<file path="config.mk">
export PLATFORM = sky130hd
export DESIGN_NAME = seg7_message_player
export DESIGN_NICKNAME = d
export VERILOG_FILES = /design/src/rtl/seg7_message_player.sv
export SDC_FILE = /design/constraint.sdc
export NUM_CORES = 1
export LEC_CHECK = 0
export ABC_AREA = 1
export CAP_MARGIN = 30
export CORE_MARGIN = 2
export CORE_UTILIZATION = 30
export DETAILED_ROUTE_END_ITERATION = 7
export DONT_BUFFER_PORTS = 1
export PLACE_DENSITY = 0.54
export SLEW_MARGIN = 10
export SYNTH_ARGS = -nofsm -noshare
export SYNTH_HDL_FRONTEND = slang
export SYNTH_SLANG_ARGS = --single-unit
</file>
<file path="constraint.sdc">
create_clock -name clk -period 7.8 [get_ports clk]
set_clock_uncertainty 0.1 [all_clocks]
set_input_delay 0.39 -clock clk [delete_from_list [all_inputs] [get_ports clk]]
set_output_delay 0.39 -clock clk [all_outputs]
set_load 0.005 [all_outputs]
</file>
<file path="src/rtl/seg7_message_player.sv">
// seg7_message_player: plays a runtime-loaded message of character codes on
// a single 7-segment digit, one glyph per prescaler period. Each glyph can be
// followed by an optional blank gap, and playback can run once or loop.
//
// Control handshake: wr_en, clr, start and stop are single-cycle level
// strobes sampled on every rising clk edge. There is no ready signal. A
// strobe that is not legal in the current state is silently dropped:
//   - wr_en and clr act only when busy is low.
//   - start acts only when busy is low and msg_len is non-zero.
//   - stop acts only while busy is high.
// When several strobes arrive together in IDLE/DONE, clr beats start and
// start beats wr_en.

module seg7_message_player #(
  parameter int PRESCALE_W   = 22,
  parameter int MSG_DEPTH    = 32,
  parameter bit GAP_EN       = 1'b1,
  parameter bit COMMON_ANODE = 1'b1,
  localparam int LEN_W       = $clog2(MSG_DEPTH + 1)
) (
  input  logic             clk,
  input  logic             reset,
  input  logic             wr_en,
  input  logic [4:0]       wr_code,
  input  logic             clr,
  input  logic             start,
  input  logic             stop,
  input  logic             loop_en,
  input  logic [1:0]       speed,
  output logic [7:0]       seg_out,
  output logic             busy,
  output logic             done,
  output logic             overflow,
  output logic [LEN_W-1:0] msg_len
);

  localparam int PTR_W = (MSG_DEPTH > 1) ? $clog2(MSG_DEPTH) : 1;
  localparam logic [7:0] SEG_INV = COMMON_ANODE ? 8'hFF : 8'h00;
  localparam logic [7:0] BLANK   = SEG_INV;

  typedef enum logic [1:0] {
    ST_IDLE = 2'd0,
    ST_SHOW = 2'd1,
    ST_GAP  = 2'd2,
    ST_DONE = 2'd3
  } state_t;

  state_t                state;
  logic [PTR_W-1:0]      rd_ptr;
  logic [PRESCALE_W-1:0] prescaler;
  logic [PRESCALE_W-1:0] tick_mask;
  logic [4:0]            mem [MSG_DEPTH];

  logic tick;
  logic is_last;
  logic full;
  logic ctrl_ok;
  logic do_write;
  logic start_ok;

  // Maps a character code to its segment pattern, with DP always off and
  // the whole byte inverted for common-anode displays.
  function automatic logic [7:0] glyph_of(input logic [4:0] code);
    logic [6:0] g;
    case (code)
      5'h00: g = 7'h3F;
      5'h01: g = 7'h06;
      5'h02: g = 7'h5B;
      5'h03: g = 7'h4F;
      5'h04: g = 7'h66;
      5'h05: g = 7'h6D;
      5'h06: g = 7'h7D;
      5'h07: g = 7'h07;
      5'h08: g = 7'h7F;
      5'h09: g = 7'h6F;
      5'h0A: g = 7'h77;
      5'h0B: g = 7'h7C;
      5'h0C: g = 7'h39;
      5'h0D: g = 7'h5E;
      5'h0E: g = 7'h79;
      5'h0F: g = 7'h71;
      5'h11: g = 7'h76;
      5'h12: g = 7'h38;
      5'h13: g = 7'h73;
      5'h14: g = 7'h3E;
      5'h15: g = 7'h54;
      5'h16: g = 7'h50;
      5'h17: g = 7'h40;
      default: g = 7'h00;
    endcase
    return {1'b0, g} ^ SEG_INV;
  endfunction

  // The tick fires once the low (PRESCALE_W - speed) prescaler bits are all
  // ones. speed is used live, so a faster setting takes effect mid-glyph.
  always_comb begin
    tick_mask = {PRESCALE_W{1'b1}} >> speed;
    tick      = ((prescaler & tick_mask) == tick_mask);
    is_last   = !((LEN_W'(rd_ptr) + LEN_W'(1)) < msg_len);
    full      = (msg_len == LEN_W'(MSG_DEPTH));
    ctrl_ok   = (state == ST_IDLE) || (state == ST_DONE);
    start_ok  = start && (msg_len != '0);
    do_write  = ctrl_ok && !clr && !start_ok && wr_en && !full;
  end

  // The message buffer has no reset. Only the first msg_len entries are
  // ever read.
  always_ff @(posedge clk) begin
    if (do_write) begin
      mem[msg_len[PTR_W-1:0]] <= wr_code;
    end
  end

  // Playback state machine, together with the read pointer, the prescaler
  // and the message bookkeeping.
  always_ff @(posedge clk or negedge reset) begin
    if (!reset) begin
      state     <= ST_IDLE;
      rd_ptr    <= '0;
      prescaler <= '0;
      msg_len   <= '0;
      overflow  <= 1'b0;
    end else begin
      case (state)
        ST_IDLE, ST_DONE: begin
          if (clr) begin
            msg_len  <= '0;
            overflow <= 1'b0;
            state    <= ST_IDLE;
          end else if (start_ok) begin
            state     <= ST_SHOW;
            rd_ptr    <= '0;
            prescaler <= '0;
          end else if (wr_en) begin
            if (full) begin
              overflow <= 1'b1;
            end else begin
              msg_len <= msg_len + LEN_W'(1);
            end
          end
        end
        ST_SHOW, ST_GAP: begin
          if (stop) begin
            state     <= ST_IDLE;
            rd_ptr    <= '0;
            prescaler <= '0;
          end else if (tick) begin
            if ((state == ST_SHOW) && GAP_EN) begin
              state     <= ST_GAP;
              prescaler <= '0;
            end else if (!is_last) begin
              rd_ptr    <= rd_ptr + PTR_W'(1);
              state     <= ST_SHOW;
              prescaler <= (state == ST_SHOW) ? prescaler + PRESCALE_W'(1) : '0;
            end else if (loop_en) begin
              rd_ptr    <= '0;
              state     <= ST_SHOW;
              prescaler <= (state == ST_SHOW) ? prescaler + PRESCALE_W'(1) : '0;
            end else begin
              state     <= ST_DONE;
              prescaler <= '0;
            end
          end else begin
            prescaler <= prescaler + PRESCALE_W'(1);
          end
        end
        default: begin
          state <= ST_IDLE;
        end
      endcase
    end
  end

  // The segment register follows state and rd_ptr one cycle later. It is
  // blank whenever no glyph is being shown.
  always_ff @(posedge clk or negedge reset) begin
    if (!reset) begin
      seg_out <= BLANK;
    end else if (state == ST_SHOW) begin
      seg_out <= glyph_of(mem[rd_ptr]);
    end else begin
      seg_out <= BLANK;
    end
  end

  assign busy = (state == ST_SHOW) || (state == ST_GAP);
  assign done = (state == ST_DONE);

endmodule

</file>
==> flow_summary.toml, run 1 <==
[min_path]
min_from = "clr"
whs_path_depth = 3
min_to = "overflow"
hp-class = "primary input to flip-flop"

[floorplan]
row_count = 67
chipHeight_um = 187
initial_utilization_pct = 30.3
dieArea_sq_um = 35100
core_sq_um = 33300
pin_count = 31
die_w_um = 187

[timing]
worst_slack_ns = 4.18
slew-limit-headroom_pct = 52.0
final.setup.tns_ns = 0
hold_violations = 0
maxSlewViolCount = 0
fmaxAchievable_mhz = 276
rsz0062_at_grt = "no"
worst_pin_slew_ns = 0.720
post-route-period-util_pct = 46.5
setup_viol = 0
min_period_ns = 3.62

[drt]
num_vias = 7397
drt_iter0_markers = 584
routedWlPerCell_um = 16.8
ant_nets = 0
dr.pass1.iters = 5
remaining_drc_errors = 0
vias_per_cell = 4.78
finalWirelength_um = 26000

[place]
gp_routability_congestion = 0.816
portBuffers = 0
preCtsSetupSlack_ns = 4.24
dp_hpwl_um = 16600
placed_cell_area_sq_um = 10400

[logic_synthesis]
netlist_area_sq_um = 10100
yosys_warnings = 0
yosysUniqueCellTypes = 39
syn-instance-count = 1084
syn-num-nets = 1119
yosysSeqAreaShare_pct = 58.4
synth.avg_cell_area_sq_um = 9.30
synth_seq_cells = 203

[clock_tree]
root_buffer = "clkbuf_16"
h-tree-depth = 1
cts.sinks = 203
cts-resized-gates = 0
cts_tree = "built"
cts_max_path_buffers = 3
clk_pin_slew_ns = 0.06
numCtsBuffers = 21
cts_setup_buffers = 0
clk_latency_ns = 0.52

[setup_path]
crit_cells = 13
arrival_ns = 3.95
cp_data_required_time_ns = 8.12
r2r_end = "rd_ptr[1]"
rr_worst_depth = 13
crit_family = "simple AND/OR/NAND/NOR gates"
crit_type = "flip-flop to flip-flop"
cp_max_fo = 61
rr_startpoint = "rd_ptr[0]"
crit_buf_inv = 2
cpPeakStageDelay_ns = 0.77
path_cells = "buf_4, ha_1, nand3_1, xor2_1, inv_1, ha_1, nand2_1, o21a_1, o21ai_1, and3_4, nor3_4, nand2_1, o21ai_1"
crit_path_end_kind = "flip-flop"
cp_slowest_cell = "dfrtp_2"
start_kind = "flip-flop"
r2r_setup_slack_ns = 4.18

[finish]
layout_common_cells = "nand2_1 (351), edfxtp_1 (160), nand3_1 (152)"
multi_input_area_sq_um = 3570
finalInstanceArea_sq_um = 11200
fillCellCount = 3401
num_antenna_cells = 0
ff_latch_area_sq_um = 5890
nNetsFinal = 1121
drive_gt1_share_pct = 7.72
final_common_cell = "nand2_1"
area.growth.synth_to_final_pct = 11.4

[global_route]
grt_pass1_wl_um = 41500
grt_overflow_total = 0
grt_pass1_vias = 7393
antenna_found_initial = 0
grt_util_all_layers_pct = 15.0
grt_max_degree = 64

[power_and_ir_drop]
power_density_nw_per_um2 = 245
p_leak_nw = 4.41
power_mw = 2.75
vdd_ir_drop_max_mv = 0.137

[flow_run]
max_cap_violations = 0

[outcome]
outcome = "complete, no violations"
[worst register-to-register path: stages (launching register included)]
cell and delay (ns):
dfrtp_2 0.77, buf_4 0.64, ha_1 0.34, nand3_1 0.10, xor2_1 0.25, inv_1 0.07
ha_1 0.27, nand2_1 0.09, o21a_1 0.15, o21ai_1 0.08, and3_4 0.16, nor3_4 0.34
nand2_1 0.10, o21ai_1 0.09
[sequential cells by signal, summed over array words and instances, names as in the netlist]
signal     flops
mem          160
prescaler     22
seg_out        7
msg_len        6
rd_ptr         5
state          2
overflow       1
[through the flow]
step,hold WS (ns),utilization [%],cells
finish,0.0192,33.7,1549
global route,0.0248,33.7,1549
CTS,0.00416,33.7,1547
detailed placement,-0.000203,31.3,1500
global placement,-0.000232,31.2,1499
floorplan,-0.00559,-,1084
[Yosys cell counts]
library cell,count,share of area (%)
nand3_1,152,7.5
clkbuf_1,2,0.075
nand3_2,7,0.70
buf_1,3,0.11
xor2_1,13,1.1
nor2_2,2,0.12
nor3_2,3,0.30
buf_6,12,1.3
buf_2,13,0.65
ha_1,21,2.6
nor3_4,1,0.16
o21ai_0,23,1.1
nor3b_1,2,0.15
buf_4,9,0.67
edfxtp_1,160,48
o21a_1,1,0.075
and3_4,1,0.11
xnor2_1,1,0.087
o21ai_1,11,0.55
dfrtp_1,36,8.9
o32ai_1,1,0.087
conb_1,1,0.037
inv_2,6,0.22
a21oi_1,31,1.5
inv_1,79,2.9
o211ai_1,1,0.075
a21oi_2,1,0.087
nor4_1,3,0.19
nor2_1,89,3.3
dfstp_2,7,1.8
nor3_1,14,0.70
and3_1,1,0.062
clkinv_1,2,0.075
o31ai_1,4,0.30
inv_4,1,0.062
nand2_2,10,0.62
nand2_4,2,0.22
nand4_1,7,0.43
nand2_1,351,13
[worst max path at each step]
stage | endpoint | start | slack [ns]
floorplan | rd_ptr[4] | rd_ptr[0] | 5.28
global placement | rd_ptr[0] | rd_ptr[0] | 4.32
detailed placement | rd_ptr[1] | rd_ptr[0] | 4.24
CTS | rd_ptr[1] | rd_ptr[0] | 4.21
global route | rd_ptr[3] | rd_ptr[0] | 3.92
finish | rd_ptr[1] | rd_ptr[0] | 4.18
[cells by family (layout without fill, tap and decap cells)]
family                   Yosys count  count (layout)  synth area share [%]
AND/OR/NAND/NOR                  645             645                  27.7
flip-flops                       203             203                  58.4
buffers and inverters            127             144                  6.15
AO/OA/AOI/OAI                     73              73                  3.85
adder cells (fa/ha/maj)           21              21                  2.61
XOR/XNOR                          14              14                  1.22
other                              1               1                0.0372
[where the power goes]
part / leakage (nW) / total, mW / switching [mW] / internal [mW]
clock: 0.321 / 0.984 / 0.421 / 0.563
sequential: 2.01 / 1.26 / 0.0402 / 1.22
combinational: 2.08 / 0.510 / 0.378 / 0.132
total: 4.41 / 2.75 / 0.839 / 1.91
[layout make-up]
cell class,instances,share of cell area (%)
Clock inverter,11,0.925
Sequential cell,203,52.5
Inverter,88,2.97
Clock buffer,27,4.88
Multi-Input combinational cell,754,31.8
Timing Repair Buffer,18,1.96
Tap cell,448,4.99
[layer usage]
layer	wire length, um	vias to the layer above	global-route usage [%]
met2	11900	211	24.3
met5	0	-	0
li1	-	3624	-
met4	748	0	4.76
met1	11800	3513	20.3
met3	1580	49	2.76
[what timing repair did]
action                                  in CTS  in global routing
endpoints found under the setup margin       0                  0
hold buffers                                 9                  0
endpoints found under the hold margin      209                  0
(Power assumes the default switching activity.)
==> run 2, diff against run 1 <==
Clock period 7.8 ns to 3.5 ns, I/O delays scaled along.
==> flow_summary.toml, run 2 (synthesis gave the netlist of run 1 again) <==
[finish]
fin_cells = 1565
num_antenna_cells = 0
final_common_cell = "nand2_1"
area.growth.synth_to_final_pct = 13.2
layout_common_cells = "nand2_1 (351), edfxtp_1 (160), nand3_1 (152)"
ff_latch_area_sq_um = 5890
fillCellCount = 3415
nNetsFinal = 1138
largest_reg_flops = 160
drive_gt1_share_pct = 8.59
multi_input_area_sq_um = 3570

[floorplan]
initial_utilization_pct = 30.3
pin_count = 31
core_sq_um = 33300
row_count = 67
die_w_um = 187
chipHeight_um = 187
dieArea_sq_um = 35100

[global_route]
grt_pass1_vias = 7315
grt_pass1_wl_um = 40500
antenna_found_initial = 0
grt_max_degree = 74
grt_overflow_total = 0
grt_util_all_layers_pct = 14.7

[drt]
remaining_drc_errors = 0
finalWirelength_um = 25800
num_vias = 7442
ant_nets = 0
routedWlPerCell_um = 16.5
dr.pass1.iters = 5
vias_per_cell = 4.76
drt_iter0_markers = 628

[setup_path]
crit_path_frequent_cell = "nand2_1"
crit_path_end_kind = "flip-flop"
cp_data_required_time_ns = 3.54
arrival_ns = 3.15
crit_type = "flip-flop to flip-flop"
cpPeakStageDelay_ns = 0.49
cp_max_fo = 8
start_kind = "flip-flop"
path_cells = "inv_1, ha_1, inv_1, nor3_2, nand3_1, nand2_1, nand2_1, nor3_2, nand2_1, nor2_1"
cp_slowest_cell = "nor2_1"

[place]
dp_hpwl_um = 17100
placed_cells = 1513
gp_routability_congestion = 0.828
portBuffers = 0
preCtsSetupSlack_ns = 0.445

[timing]
worst_pin_slew_ns = 0.583
setup_viol = 0
worst_slack_ns = 0.390
fmaxAchievable_mhz = 322
rsz0062_at_grt = "no"
min_period_ns = 3.11
maxSlewViolCount = 0
post-route-period-util_pct = 88.8
hold_slack_ns = 0.0237
slew-limit-headroom_pct = 61.0
final.setup.tns_ns = 0
hold_violations = 0

[clock_tree]
cts_tree = "built"
cts.sinks = 203
cts-resized-gates = 0
clk_latency_ns = 0.51
h-tree-depth = 1
numCtsBuffers = 20
clk_pin_slew_ns = 0.07
cts_max_path_buffers = 3
root_buffer = "clkbuf_16"

[power_and_ir_drop]
p_leak_nw = 4.50
vdd_ir_drop_max_mv = 0.391
power_density_nw_per_um2 = 542
power_mw = 6.19

[outcome]
outcome = "complete, no violations"

[min_path]
hp-class = "primary input to flip-flop"

[flow_run]
max_cap_violations = 0
-- run 2: cell count changes in the layout (fill, tap and decap cells not counted), moves of 2 or more --
cell	delta
buf_4	+12
dlygate4sd3_1	+7
clkinv_1	-3
clkinv_2	-2
-- run 2: final cells by class --
type                            instances  area share [%]
Tap cell                              448            4.91
Sequential cell                       203            51.6
Timing Repair Buffer                   36            3.42
Inverter                               88            2.92
Clock buffer                           28            4.74
Multi-Input combinational cell        754            31.3
Clock inverter                          8            1.13
-- run 2: stage by stage --
| stage | util (%) | area, sq um |
|---|---|---|
| 2_1_floorplan | - | 10100 |
| 3_3_place_gp | 31.6 | 10500 |
| 3_5_place_dp | 31.6 | 10500 |
| 4_1_cts | 34.3 | 11400 |
| 5_1_grt | 34.3 | 11400 |
| 6_report | 34.3 | 11400 |
-- run 2: final timing paths --
kind | from | endpoint | slack [ns] | cells after the start
worst max-delay path | msg_len[0] | mem[6][1] | 0.39 | 10
worst min-delay path | start | state[0] | 0.02 | 4
worst max register to register | msg_len[0] | mem[6][1] | 0.39 | 10
worst min register to register | prescaler[11] | prescaler[11] | 0.43 | 1
max in group asynchronous | reset | seg_out[1] | 2.92 | 2
min in group asynchronous | reset | rd_ptr[1] | 0.12 | 2
-- run 2: repair_timing --
action	in CTS	in global routing
buffers inserted	0	0
hold buffers	16	0
endpoints found under the hold margin	219	0
-- run 2: critical path, delay by kind of cell, from the launching register on --
kind / cells / cell delay [ns]
adder cells (fa/ha/maj): 1 / 0.19
buffers and inverters: 2 / 0.24
flip-flops: 1 / 0.46
AND/OR/NAND/NOR: 7 / 1.75
-- run 2: layer usage --
| layer | track usage, % | wire length, um | up-vias |
|---|---|---|---|
| met4 | 5.43 | 855 | 0 |
| met2 | 25.8 | 12600 | 200 |
| met5 | 0 | 0 | - |
| met1 | 18.2 | 11100 | 3537 |
| li1 | - | - | 3655 |
| met3 | 2.48 | 1260 | 50 |
-- run 2: power breakdown --
group          switching (mW)  internal, mW  leakage [nW]
Combinational           0.876         0.310          2.17
Clock                   0.895          1.31         0.325
Sequential             0.0830          2.71          2.01
